==> config.mk <==
export PLATFORM = sky130hd
export DESIGN_NAME = z88_sram_bridge
export DESIGN_NICKNAME = d
export VERILOG_FILES = /design/src/rtl/z88_mem_pkg.sv /design/src/rtl/z88_lane_mux.sv /design/src/rtl/z88_sram_bridge.sv
export SDC_FILE = /design/constraint.sdc
export NUM_CORES = 1
export LEC_CHECK = 0
export ABC_AREA = 1
export CORE_MARGIN = 2
export CORE_UTILIZATION = 37
export CTS_CLUSTER_SIZE = 12
export DETAILED_ROUTE_END_ITERATION = 8
export GPL_TIMING_DRIVEN = 0
export PLACE_DENSITY = 0.68
export SLEW_MARGIN = 30
export SYNTH_ARGS = -nofsm -noshare
export SYNTH_HDL_FRONTEND = slang
export SYNTH_HIERARCHICAL = 1
export SYNTH_SLANG_ARGS = --single-unit
==> constraint.sdc <==
create_clock -name clk -period 2.34 [get_ports clk]
set_clock_uncertainty 0.2 [all_clocks]
set_input_delay 0.234 -clock clk [delete_from_list [all_inputs] [get_ports clk]]
set_output_delay 0.234 -clock clk [all_outputs]
set_load 0.05 [all_outputs]
==> src/rtl/z88_mem_pkg.sv <==
// Shared definitions for the z88 memory bridges: FSM state encoding, wait counter width
// and a clog2 helper used to size byte-lane selects.
package z88_mem_pkg;

   typedef enum logic [2:0] {
      ST_IDLE  = 3'd0,
      ST_SETUP = 3'd1,
      ST_READ  = 3'd2,
      ST_WRITE = 3'd3,
      ST_HOLD  = 3'd4
   } state_t;

   localparam int unsigned WAIT_W = 4;

   // Smallest r with 2**r >= value; returns 0 for value <= 1.
   function automatic int unsigned clog2(input int unsigned value);
      int unsigned result;
      result = 0;
      for (int unsigned i = 0; i < 32; i++) begin
         if ((32'd1 << i) < value) result = i + 1;
      end
      return result;
   endfunction

endpackage

==> src/rtl/z88_lane_mux.sv <==
// Byte-lane helper shared by the z88 memory bridges: extracts one byte lane from a
// data word and replicates a byte across every lane of a word.
module z88_lane_mux #(
   parameter int unsigned DQ_W   = 16,
   parameter int unsigned LANE_W = 1
) (
   input  logic [DQ_W-1:0]   word,
   input  logic [LANE_W-1:0] lane,
   output logic [7:0]        lane_byte,
   input  logic [7:0]        fill_byte,
   output logic [DQ_W-1:0]   fill_word
);

   localparam int unsigned LANES = DQ_W / 8;

   always_comb begin
      lane_byte = 8'h00;
      for (int unsigned i = 0; i < LANES; i++) begin
         if (lane == LANE_W'(i)) lane_byte = word[8*i +: 8];
      end
   end

   assign fill_word = {LANES{fill_byte}};

endmodule

==> src/rtl/z88_sram_bridge.sv <==
// Byte-request to DQ_W-wide async SRAM bridge with registered CE/OE/WE timing and
// programmable wait states. Optional one-word read buffer: define Z88_SRAM_RDBUF_EN.
module z88_sram_bridge
   import z88_mem_pkg::*;
#(
   parameter int unsigned ADDR_W  = 19,
   parameter int unsigned DQ_W    = 16,
   parameter int unsigned RD_WAIT = 1,
   parameter int unsigned WR_WAIT = 2
) (
   input  logic                                clk,
   input  logic                                reset_n,
   input  logic                                req,
   input  logic                                we,
   input  logic [ADDR_W-1:0]                   addr,
   input  logic [7:0]                          wdata,
   output logic [7:0]                          rdata,
   output logic                                ack,
   output logic                                busy,
   output logic [ADDR_W-clog2(DQ_W/8)-1:0]     sram_addr,
   input  logic [DQ_W-1:0]                     sram_dq_i,
   output logic [DQ_W-1:0]                     sram_dq_o,
   output logic                                sram_dq_oe,
   output logic                                sram_ce_n,
   output logic                                sram_oe_n,
   output logic                                sram_we_n,
   output logic [DQ_W/8-1:0]                   sram_be_n
);

   localparam int unsigned LANES     = DQ_W / 8;
   localparam int unsigned LANE_BITS = clog2(LANES);
   localparam int unsigned LANE_W    = (LANE_BITS == 0) ? 1 : LANE_BITS;
   localparam int unsigned WA_W      = ADDR_W - LANE_BITS;

   state_t              state;
   logic [WAIT_W-1:0]   cnt;
   logic                we_q;
   logic [LANE_W-1:0]   lane_q;
   logic [LANE_W-1:0]   req_lane;
   logic [7:0]          rdata_q;
   logic                rd_pass;
   logic [7:0]          rd_byte;
   logic [DQ_W-1:0]     fill_word;
   logic                accept;
   logic                rd_done;
   logic                rd_hit;
   logic [7:0]          hit_byte;

   if (LANE_BITS == 0) begin : g_one_lane
      assign req_lane = '0;
   end else begin : g_lanes
      assign req_lane = addr[LANE_W-1:0];
   end

   z88_lane_mux #(.DQ_W(DQ_W), .LANE_W(LANE_W)) u_lane_mux (
      .word      (sram_dq_i),
      .lane      (lane_q),
      .lane_byte (rd_byte),
      .fill_byte (wdata),
      .fill_word (fill_word)
   );

   // busy also covers the ack cycle of a buffer hit, which is spent in IDLE.
   assign accept  = (state == ST_IDLE) && req && !busy;
   assign rd_done = (state == ST_READ) && (cnt == '0);

   // The sampled byte is passed straight through during the ack cycle so rdata is valid with ack.
   assign rdata = rd_pass ? rd_byte : rdata_q;

`ifdef Z88_SRAM_RDBUF_EN
   logic              buf_valid;
   logic [WA_W-1:0]   buf_tag;
   logic [DQ_W-1:0]   buf_word;
   logic [DQ_W-1:0]   buf_fill;
   logic [DQ_W-1:0]   lane_mask;
   logic              tag_match;

   assign tag_match = buf_valid && (buf_tag == addr[ADDR_W-1:LANE_BITS]);
   assign rd_hit    = tag_match && !we;

   z88_lane_mux #(.DQ_W(DQ_W), .LANE_W(LANE_W)) u_buf_mux (
      .word      (buf_word),
      .lane      (req_lane),
      .lane_byte (hit_byte),
      .fill_byte (wdata),
      .fill_word (buf_fill)
   );

   always_comb begin
      lane_mask = '0;
      for (int unsigned i = 0; i < LANES; i++) begin
         if (req_lane == LANE_W'(i)) lane_mask[8*i +: 8] = 8'hFF;
      end
   end

   // Buffer is filled on a read miss and kept coherent by writes to the same word.
   always_ff @(posedge clk or negedge reset_n) begin
      if (!reset_n) begin
         buf_valid <= 1'b0;
         buf_tag   <= '0;
         buf_word  <= '0;
      end else if (accept && we && tag_match) begin
         buf_word <= (buf_word & ~lane_mask) | (buf_fill & lane_mask);
      end else if (rd_done) begin
         buf_valid <= 1'b1;
         buf_tag   <= sram_addr;
         buf_word  <= sram_dq_i;
      end
   end
`else
   assign rd_hit   = 1'b0;
   assign hit_byte = 8'h00;
`endif

   // Main FSM; every SRAM-facing output is registered alongside the state it belongs to.
   always_ff @(posedge clk or negedge reset_n) begin
      if (!reset_n) begin
         state      <= ST_IDLE;
         cnt        <= '0;
         we_q       <= 1'b0;
         lane_q     <= '0;
         sram_addr  <= '0;
         sram_dq_o  <= '0;
         sram_dq_oe <= 1'b0;
         sram_ce_n  <= 1'b1;
         sram_oe_n  <= 1'b1;
         sram_we_n  <= 1'b1;
         sram_be_n  <= '1;
         ack        <= 1'b0;
         busy       <= 1'b0;
         rdata_q    <= 8'h00;
         rd_pass    <= 1'b0;
      end else begin
         ack     <= 1'b0;
         rd_pass <= 1'b0;
         case (state)
            ST_IDLE: begin
               busy <= 1'b0;
               if (accept) begin
                  busy <= 1'b1;
                  if (rd_hit) begin
                     ack     <= 1'b1;
                     rdata_q <= hit_byte;
                  end else begin
                     state      <= ST_SETUP;
                     we_q       <= we;
                     lane_q     <= req_lane;
                     sram_addr  <= addr[ADDR_W-1:LANE_BITS];
                     sram_be_n  <= ~(LANES'(1) << req_lane);
                     sram_dq_o  <= fill_word;
                     sram_dq_oe <= we;
                     sram_ce_n  <= 1'b0;
                  end
               end
            end
            ST_SETUP: begin
               if (we_q) begin
                  state      <= ST_WRITE;
                  sram_we_n  <= 1'b0;
                  sram_dq_oe <= 1'b1;
                  cnt        <= WAIT_W'(WR_WAIT);
               end else begin
                  state     <= ST_READ;
                  sram_oe_n <= 1'b0;
                  cnt       <= WAIT_W'(RD_WAIT);
                  ack       <= (RD_WAIT == 0);
                  rd_pass   <= (RD_WAIT == 0);
               end
            end
            ST_READ: begin
               if (cnt == '0) begin
                  state     <= ST_IDLE;
                  busy      <= 1'b0;
                  rdata_q   <= rd_byte;
                  sram_oe_n <= 1'b1;
                  sram_ce_n <= 1'b1;
                  sram_be_n <= '1;
               end else begin
                  cnt <= cnt - WAIT_W'(1);
                  if (cnt == WAIT_W'(1)) begin
                     ack     <= 1'b1;
                     rd_pass <= 1'b1;
                  end
               end
            end
            ST_WRITE: begin
               if (cnt == '0) begin
                  state     <= ST_HOLD;
                  sram_we_n <= 1'b1;
                  ack       <= 1'b1;
               end else begin
                  cnt <= cnt - WAIT_W'(1);
               end
            end
            ST_HOLD: begin
               state      <= ST_IDLE;
               busy       <= 1'b0;
               sram_ce_n  <= 1'b1;
               sram_dq_oe <= 1'b0;
               sram_be_n  <= '1;
            end
            default: state <= ST_IDLE;
         endcase
      end
   end

endmodule

# Yosys cells after proc, flatten, opt, wreduce, memory -nomap -nowiden

Index checks and enable logic that the tools add are counted.

Bits in registers: 60
Bits of input ports: 47
Output and inout port bits: 50
Word-level logic and storage cells: 80

$add $sub $neg: 1
Eq/ne operators: 11
Shift operators: 1
Mux-type cells: 31
Bitwise operators: 1
Reductions and logical operators: 20

Operators with widths:

| kind                | count |
|---|---|
| $mux 8              | 2 |
| $reduce_and 3->1    | 5 |
| $mux 1              | 13 |
| $pmux 3 s4          | 1 |
| $ne 2x2->1 const B  | 5 |
| $mux 3              | 3 |
| $pmux 1 s3          | 3 |
| $pmux 4 s2          | 1 |
| $reduce_and 2->1    | 4 |
| $eq 3x2->1 const B  | 2 |
| $mux 2              | 3 |
| $pmux 1 s2          | 3 |
| $pmux 2 s3          | 1 |
| $reduce_bool 2->1   | 3 |
| $reduce_bool 3->1   | 2 |
| $eq 4x1->1 const B  | 1 |
| $logic_not 4->1     | 1 |
| $mux 4              | 1 |
| $sub 4x1->4 const B | 1 |
| $eq 3x1->1 const B  | 1 |
| $eq 3x3->1 const B  | 1 |
| $logic_not 3->1     | 1 |
| $logic_and 1x1->1   | 2 |
| $ne 2x1->1 const B  | 1 |
| other kinds (4)     | 4 |

# Logic depth before layout (Yosys ltp)

Gate-level depths: netlist of the first run.

Depth in word-level cells: 5
Depth in mapped cells: 9
Mapped depth without buffers: 9

# By module

Netlist of the first run, hierarchy kept.

Modules (own cells, without submodules):

| module          | instances | cells each | area an instance (µm²) | seq. area each (µm²) |
|---|---|---|---|---|
| z88_sram_bridge | 1         | 304        | 2,573.7                | 1,507.7 |
| z88_lane_mux    | 1         | 42         | 225.2                  | 0.0 |

# Worst setup path after synthesis of the first run

Ideal clock, no wire load.

Kind: reg2out
Start point: register rd_pass
End point: output port rdata[5]
Arrival time: 1.634 ns
Required time: 1.906 ns
Slack: 0.272 ns
Cell stages (with the launch flop): 5
Path buffers: 2
Cell sequence: dfrtp_1 -> clkbuf_1 -> clkbuf_1 -> nor2_1 -> a21oi_1

Longest elaborated chain between the ends: 1

Ends and longest elaborated chain:

| element                | RTL line               | source |
|---|---|---|
| start, declared        | z88_sram_bridge.sv:41  | `logic rd_pass;` |
| start signal, assigned | z88_sram_bridge.sv:167 | `rd_pass <= (RD_WAIT == 0);` |
| $mux 8                 | z88_sram_bridge.sv:68  | `assign rdata = rd_pass ? rd_byte : rdata_q;` |
| end, declared          | z88_sram_bridge.sv:17  | `output logic [7:0] rdata,` |

Every way passes these cells.

# Final worst setup path of the first run

Start point: register lane_q
End point: output port rdata[7]

Longest elaborated chain between the ends: 2

Ends and longest elaborated chain:

| element                | RTL line               | source |
|---|---|---|
| start, declared        | z88_sram_bridge.sv:38  | `logic [LANE_W-1:0] lane_q;` |
| start signal, assigned | z88_sram_bridge.sv:147 | `lane_q <= req_lane;` |
| $mux 8                 | z88_lane_mux.sv:19     | `if (lane == LANE_W'(i)) lane_byte = word[8*i +: 8];` |
| named net rd_byte[7]   | z88_sram_bridge.sv:42  | `logic [7:0] rd_byte;` |
| $mux 8                 | z88_sram_bridge.sv:68  |  |

The timed path passes the listed nets, and every way through them passes these cells.

==> results of run 1 <==
-- layout by cell type, fill, tap and decap left out, drive strengths merged, types with 5 or more instances in the layout --
master         count
dfrtp             55
nand3              9
clkbuf            18
buf               29
inv               25
nor2              16
o21ai             17
a21oi             11
dlygate4sd3        9
dfstp              5
nand2            174
clkdlybuf4s50     79
-- cell type report --
class / count / area [um2] / area share, %
timing repair buffer: 98 / 960 / 23.5
clock buffer: 12 / 155 / 3.80
sequential: 60 / 1510 / 36.9
multi-input combinational: 234 / 991 / 24.2
buffer: 27 / 208 / 5.08
clock inverter: 4 / 47.5 / 1.16
tap: 99 / 124 / 3.03
inverter: 25 / 93.8 / 2.30
-- power groups by stage --
stage | clock network, mW | logic [mW] | registers, mW
detailed placement | 0 | 3.94 | 1.83
CTS | 0.974 | 3.92 | 1.83
finish | 0.945 | 3.87 | 1.82
global placement | 0 | 3.89 | 1.82
global route | 1.02 | 4.18 | 1.88
floorplan | 0 | 1.54 | 2.98
-- repair_timing --
item,CTS,global route
endpoints found under the setup margin,8,7
endpoints found under the hold margin,74,0
setup buffers,0,0
gates resized for setup,13,14
hold buffers,9,0
-- worst max-delay path: stages, from the launching register on --
cell	delay [ns]
dfrtp_1	0.39
buf_6	0.15
inv_2	0.12
nand2_1	0.06
nand2_1	0.05
inv_1	0.05
a21oi_1	0.14
clkdlybuf4s15_1	0.51
-- flip-flops by register name, summed over array words and instances, names as in the netlist --
signal / count
sram_oe_n: 1
ack: 1
sram_addr: 18
rdata_q: 8
sram_ce_n: 1
sram_dq_oe: 1
lane_q: 1
sram_be_n: 2
rd_pass: 1
cnt: 4
we_q: 1
sram_dq_o: 16
sram_we_n: 1
busy: 1
state: 3
-- routing by layer --
metal / vias to the layer above / track usage, % / share of wire, %
met2: 65 / 28.9 / 50
met3: 10 / 3.98 / 4.7
met1: 1151 / 21.4 / 44
met4: 0 / 8.59 / 1.5
met5: - / 0 / 0
li1: 1264 / - / -
-- per-stage QoR --
step / utilization [%] / hold WS, ns / cells
after floorplan: - / -0.262 / 346
after global placement: 52.2 / 0.235 / 533
after detailed placement: 52.4 / -0.0435 / 534
after CTS: 56.4 / 0.130 / 559
after global routing: 56.0 / 0.158 / 559
final: 56.0 / 0.132 / 559
-- kinds of logic (layout without fill, tap and decap cells) --
family	after synthesis	after routing	share of synthesized area [%]
adders and majority gates	2	2	0.894
buffers and inverters	52	166	10.7
and+or+nand+nor	202	202	29.0
xor gates and xnor gates	1	1	0.313
DFF	60	60	53.9
AOI/OAI and AO/OA	29	29	5.23
-- worst paths after layout --
path	start	to	slack, ns	depth (start not counted)
min in group clk	addr[9]	sram_addr[8]	0.23	3
min reg2reg	sram_dq_o[4]	sram_dq_o[4]	0.27	2
max reg2reg	cnt[0]	rdata_q[6]	0.48	8
min	reset_n	cnt[3]	0.13	2
max in group asynchronous	reset_n	sram_oe_n	1.25	3
max	lane_q	rdata[7]	0.11	7
==> results_dict.tcl, run 1 <==
set metrics [dict create \
    worst_ep_required_time_ns 1.91 \
    syn-cell-area_mm2 0.00280 \
    gp_congestion 0.810 \
    ys_seq_area_share_pct 53.9 \
    relSlewSlack_pct 64.3 \
    totalWireLength_mm 6.83 \
    max_freq_ghz 0.448 \
    cp.arrival_ns 1.80 \
    clk_pin_slew_worst_paths_ns 0.07 \
    rows 31 \
    top_level_ports 97 \
    start_util_pct 38.4 \
    hp-class "in2async" \
    grt_pass1_vias 2507 \
    p_per_area_mw_per_mm2 1620 \
    die_w_um 91.0 \
    clk_path_buf_depth 2 \
    drc 0 \
    leakagePower_nw 2.10 \
    synth-seq-cells 60 \
    yosysTopAreaCell "dfrtp_1" \
    die_h_um 91.0 \
    drt-pass1-iter-count 4 \
    grt_overflow 0 \
    yosys_warnings 6 \
    critPathKind "reg2out" \
    synthCells 346 \
    slew_violations 0 \
    final_area_mm2 0.00409 \
    hpwl_mm 4.89 \
    dieArea_mm2 0.00828 \
    worstMarginPinSlew_ns 0.535 \
    clk_latency_ns 0.34 \
    wire_per_inst_um 12.2 \
    area.growth.synth_to_final_pct 46.0 \
    synth-edff-count 0 \
    p_seq_share_pct 27.5 \
    ir_drop_mv 0.655 \
    tns_ns 0 \
    crit_fanout 9 \
    cts_tree "yes" \
    setup_ws_ns 0.109 \
    portBuffers 88 \
    max_cap_violations 0 \
    finalSetupViolCount 0 \
    clkPwrFrac_pct 14.2 \
    diodes 0 \
    track_usage_pct 17.4 \
    drtIter0Drc 79 \
    netSwitchingFraction_pct 50.1 \
    cts.htree.levels 3 \
    viasPerCell 4.45 \
    yosys-top-cells-area "dfrtp_1 (49%), nand2_1 (23%), dfstp_2 (4.7%)" \
    core_area_mm2 0.00729 \
    yosysMostFrequentCell "nand2_1" \
    synth-async-reset-ratio_pct 100 \
    synth_cell_types 23 \
    internal_power_mw 3.31 \
    drive_gt1_share_pct 14.6 \
    crit_path_end_kind "primary output" \
    power_switching_mw 3.32 \
    p_comb_share_pct 58.3 \
    syn_area_per_cell_um2 8.09 \
    p_total_mw 6.64 \
    antenna_found_initial 0 \
    dr_total_vias 2490 \
    synth_nets 395 \
    place_area_mm2 0.00382 \
    grt_pass1_wl_mm 11.6 \
    synth_top_area_share_pct 49.2 \
    synthFlopType "dfrtp_1" \
    numClockSinks 60 \
    critPathLaunchType "register" \
    outcome "finished clean" \
    final_antenna_net_count 0 \
    numCtsBuffers 9 \
    layout.nets 504 \
    rsz0062_at_grt "no" \
    fill_cells 713 \
    finalCritPeriodShare_pct 95.3 \
    root_buffer "clkbuf_8" \
    synthTopCellsByCount "nand2_1 (170), dfrtp_1 (55), inv_1 (21)" \
    fin_crit_ns 2.23 \
    hold_viol 0 \
    place_ws_ns -0.109 \
    grt_max_degree 39 \
]
No activity file was read; power rests on OpenSTA's default activity.
==> run 2, diff against run 1 <==
--- a/config.mk
+++ b/config.mk
@@ -11,5 +11,4 @@
 export CTS_CLUSTER_SIZE = 12
 export DETAILED_ROUTE_END_ITERATION = 8
-export GPL_TIMING_DRIVEN = 0
 export PLACE_DENSITY = 0.68
 export SLEW_MARGIN = 30
==> constraint.sdc (replaced) <==
create_clock -name clk -period 2.34 [get_ports clk]
set_clock_uncertainty 0.2 [all_clocks]
set_input_delay 0.351 -clock clk [delete_from_list [all_inputs] [get_ports clk]]
set_output_delay 0.351 -clock clk [all_outputs]
set_load 0.05 [all_outputs]
==> run 2 against run 1 <==
Effect of this change: non-clock buffer count decreased by 25; sequential share of layout area rose by 0.71 points; hold slack improved by 0.13 ns; final cell count decreased by 4.7%; first-iteration DRC count increased by 51%; via count fell by 6.5%; utilization down 1.1 points; sequential power grew 2%.
==> results_dict.tcl, run 2 (synthesis gave the netlist of run 1 again) <==
set metrics [dict create \
    rows 31 \
    start_util_pct 38.4 \
    tns_ns 0 \
    crit_path_end_kind "primary output" \
    final_antenna_net_count 0 \
    worst_ep_required_time_ns 1.79 \
    top_regs "sram_addr x18, sram_dq_o x16, rdata_q x8" \
    clk_path_buf_depth 2 \
    hp-class "reg2reg" \
    viasPerCell 4.37 \
    portBuffers 96 \
    stdcell_count 533 \
    final_util_pct 55.0 \
    worstMarginPinSlew_ns 0.565 \
    finalCritPeriodShare_pct 94.6 \
    final_cell_mix "nand2_1 (170), clkdlybuf4s50_1 (87), dfrtp_1 (55)" \
    top_register "sram_addr" \
    die_w_um 91.0 \
    cp.arrival_ns 1.66 \
    cts.htree.levels 3 \
    finalSetupViolCount 0 \
    hold_viol 0 \
    ir_drop_mv 0.663 \
    final_common_cell "nand2_1" \
    leakagePower_nw 2.02 \
    diodes 0 \
    critPathLaunchType "register" \
    relSlewSlack_pct 62.3 \
    hpwl_mm 4.60 \
    largest_register_ffs 18 \
    wire_per_inst_um 12.0 \
    rsz0062_at_grt "no" \
    numCtsBuffers 9 \
    totalWireLength_mm 6.42 \
    endpoint "rdata[0]" \
    crit_fanout 10 \
    grt_pass1_vias 2216 \
    clk_pin_slew_worst_paths_ns 0.07 \
    drtIter0Drc 119 \
    max_cap_violations 0 \
    critPathMaxStageDelay_ns 0.52 \
    critPathLaunch "lane_q" \
    grt_pass1_wl_mm 10.7 \
    postCtsSetupRepairBufs 0 \
    p_total_mw 6.89 \
    reg2reg_to "sram_be_n[1]" \
    max_freq_ghz 0.452 \
    slew_violations 0 \
    grt_overflow 0 \
    clk_latency_ns 0.33 \
    critPathKind "reg2out" \
    reg2reg_from "cnt[0]" \
    r2r_slack_ns 0.41 \
    fill_cells 698 \
    p_per_area_mw_per_mm2 1720 \
    place_ws_ns 0.337 \
    die_h_um 91.0 \
    layout.nets 479 \
    hold_buffers 1 \
    setup_ws_ns 0.127 \
    drc 0 \
    postCtsResizedCells 0 \
    root_buffer "clkbuf_8" \
    grt_max_degree 37 \
    cp_common_cell "nand2_1" \
    fin_crit_ns 2.21 \
    numClockSinks 60 \
    track_usage_pct 16.2 \
    cts_tree "yes" \
    dp.cells 517 \
    dr_total_vias 2327 \
    rr_worst_depth 9 \
    gp_congestion 0.802 \
    slowest_stage "dfrtp_1" \
    dieArea_mm2 0.00828 \
    drt-pass1-iter-count 4 \
    core_area_mm2 0.00729 \
    antenna_found_initial 0 \
    top_level_ports 97 \
    path_cells "inv_2, nand2_1, nand2_1, inv_1, a21oi_1, buf_12" \
    outcome "finished clean" \
    area.growth.synth_to_final_pct 43.2 \
    drive_gt1_share_pct 10.1 \
]
[run 2: changes by cell type in the layout (fill, tap and decap cells not counted), moves of 2 or more]
cell / delta
buf_4: -15
clkbuf_1: -2
buf_12: +7
clkdlybuf4s50_1: +8
dlygate4sd3_1: -8
buf_6: -5
clkbuf_2: -5
buf_2: -4
[run 2: worst min path at each step]
stage	to	from	slack [ns]	cells after the start
2_1_floorplan	ack	reset_n	-0.14	0
3_3_place_gp	busy	reset_n	0.20	2
6_report	sram_we_n	sram_we_n	0.26	2
3_5_place_dp	busy	reset_n	0.21	2
4_1_cts	sram_we_n	sram_we_n	0.27	2
5_1_grt	sram_ce_n	sram_ce_n	0.28	2
[run 2: final cells by class]
type | instances | area [um2] | area share (%)
Sequential cell | 60 | 1510 | 37.6
Inverter | 25 | 93.8 | 2.34
Timing Repair Buffer | 100 | 1070 | 26.7
Tap cell | 99 | 124 | 3.09
Clock buffer | 11 | 151 | 3.78
Clock inverter | 4 | 72.6 | 1.81
Multi-Input combinational cell | 234 | 991 | 24.7
[run 2: worst max-delay path: cells and delay by family (launching register included)]
family / cells / cell delay [ns]
buffers and inverters: 3 / 0.44
and+or+nand+nor: 2 / 0.13
AOI/OAI and AO/OA: 1 / 0.25
DFF: 1 / 0.52
[run 2: metrics by stage]
| stage | area [um2] | hold slack, ns |
|---|---|---|
| finish | 4010 | 0.263 |
| global route | 4010 | 0.281 |
| CTS | 4010 | 0.267 |
| detailed placement | 3770 | 0.207 |
| global placement | 3770 | 0.201 |
| floorplan | 2800 | -0.145 |
[run 2: power breakdown]
part	switching (mW)	internal, mW
combinational	2.62	1.37
sequential	0.309	1.55
clock	0.392	0.650
total	3.32	3.57
[run 2: layer usage]
metal	vias up	share of wire, %	wire (um)	track usage (%)
met5	-	0	0	0
met2	59	48	3100	25.9
met4	0	1.6	101	8.21
met3	8	3.7	237	3.07
li1	1216	-	-	-
met1	1044	46	2970	21.0
==> run 3, diff against run 2 <==
REMOVE_ABC_BUFFERS = 1   (was unset)
==> run 3 against run 2 <==
Effect of this change: fmax is 1.8% lower; clock-buffer cell count stayed put; sequential cell count stayed put; via count is 0.52% higher; utilization is 0.14 points higher; non-clock buffer count stayed put; first-iteration DRC count is 22% higher.
==> results_dict.tcl, run 3 (synthesis gave the netlist of run 1 again) <==
set metrics [dict create \
    p_comb_share_pct 58.2 \
    met3_usage_pct 3.57 \
    clk_latency_ns 0.33 \
    top_regs "sram_addr x18, sram_dq_o x16, rdata_q x8" \
    track_usage_pct 15.8 \
    hold_viol 0 \
    viasPerCell 4.39 \
    grt_max_degree 61 \
    drive_gt1_share_pct 10.4 \
    power_switching_mw 3.31 \
    hold_depth 2 \
    portBuffers 96 \
    dp.cells 517 \
    final_area_mm2 0.00402 \
    top_level_ports 97 \
    critPathLaunchType "register" \
    drc 0 \
    clkPwrFrac_pct 15.0 \
    stdcell_count 533 \
    path_cells "clkdlybuf4s50_1" \
    numClockSinks 60 \
    place_area_mm2 0.00378 \
    largest_register_ffs 18 \
    critPathMaxStageDelay_ns 0.84 \
    top_register "sram_addr" \
    numCtsBuffers 9 \
    root_buffer "clkbuf_8" \
    leakagePower_nw 2.03 \
    die_h_um 91.0 \
    diodes 0 \
    crit_path_end_kind "primary output" \
    netSwitchingFraction_pct 48.1 \
    final_antenna_net_count 0 \
    grt_pass1_wl_mm 10.6 \
    postCtsResizedCells 0 \
    p_seq_share_pct 26.8 \
    max_freq_ghz 0.444 \
    hpwl_mm 4.51 \
    path_depth 1 \
    start_util_pct 38.4 \
    dieArea_mm2 0.00828 \
    fin_crit_ns 2.25 \
    slowest_stage "clkdlybuf4s50_1" \
    drtIter0Drc 145 \
    hp-class "reg2reg" \
    rr_worst_depth 9 \
    cp_top_family "buffers and inverters" \
    max_cap_violations 0 \
    clk_pin_slew_worst_paths_ns 0.07 \
    postCtsSetupRepairBufs 0 \
    internal_power_mw 3.57 \
    wire_per_inst_um 11.7 \
    final_cell_mix "nand2_1 (170), clkdlybuf4s50_1 (86), dfrtp_1 (55)" \
    relSlewSlack_pct 61.6 \
    rows 31 \
    drt-pass1-iter-count 4 \
    grt_use_met1_pct 20.5 \
    slew_violations 0 \
    outcome "finished clean" \
    ir_drop_mv 0.805 \
    cts_tree "yes" \
    gp_congestion 0.759 \
    final_common_cell "nand2_1" \
    critPathKind "reg2out" \
    clk_path_buf_depth 2 \
    finalCritPeriodShare_pct 96.3 \
    worstMarginPinSlew_ns 0.575 \
    path_buf_inv 1 \
    hold_buffers 1 \
    grt_pass1_vias 2188 \
    totalWireLength_mm 6.24 \
    cp.arrival_ns 1.70 \
    worst_ep_required_time_ns 1.79 \
    p_per_area_mw_per_mm2 1710 \
    p_total_mw 6.88 \
    die_w_um 91.0 \
    area.growth.synth_to_final_pct 43.6 \
    grt-busiest-layer "met2" \
    rsz0062_at_grt "no" \
    grt_overflow 0 \
    grtUsageMet2_pct 25.4 \
    dr_total_vias 2339 \
    cts.htree.levels 3 \
    core_area_mm2 0.00729 \
    finalSetupViolCount 0 \
    layout.nets 479 \
    antenna_found_initial 0 \
    crit_fanout 2 \
    final_util_pct 55.1 \
]
[run 3: final cells by class]
class                      instances  area [um2]
fill                             680        3270
sequential                        60        1510
timing repair buffer             100        1080
multi-input combinational        234         991
clock buffer                      11         151
tap                               99         124
inverter                          25        93.8
clock inverter                     4        72.6
[run 3: per-stage QoR]
step	TNS [ns]	setup slack, ns	hold WS (ns)
floorplan	-2.10	-0.0599	-0.145
global placement	0	0.389	0.184
detailed placement	0	0.380	0.184
CTS	0	0.0656	0.265
global route	0	0.0177	0.281
finish	0	0.0869	0.260
[run 3: layer usage]
layer / share of wire [%] / wire length, um / vias to the layer above
li1: - / - / 1217
met2: 49 / 3070 / 47
met5: 0 / 0 / -
met1: 45 / 2810 / 1064
met4: 1.8 / 112 / 0
met3: 3.8 / 240 / 11
[run 3: final timing paths]
| kind | start | to | slack [ns] |
|---|---|---|---|
| hold reg to reg | sram_ce_n | sram_ce_n | 0.26 |
| hold / removal | sram_ce_n | sram_ce_n | 0.26 |
| min in group asynchronous | reset_n | sram_addr[6] | 0.34 |
| max in group asynchronous | reset_n | sram_be_n[1] | 1.28 |
| setup / recovery | sram_be_n[1] | sram_be_n[1] | 0.09 |
| setup reg to reg | cnt[0] | sram_ce_n | 0.46 |
[run 3: power groups by stage]
stage	clock network (mW)	logic, mW	registers (mW)
floorplan	0	1.41	2.99
global placement	0	3.99	1.85
detailed placement	0	4.04	1.86
CTS	1.06	4.05	1.85
global route	1.12	4.31	1.92
finish	1.03	4.00	1.85
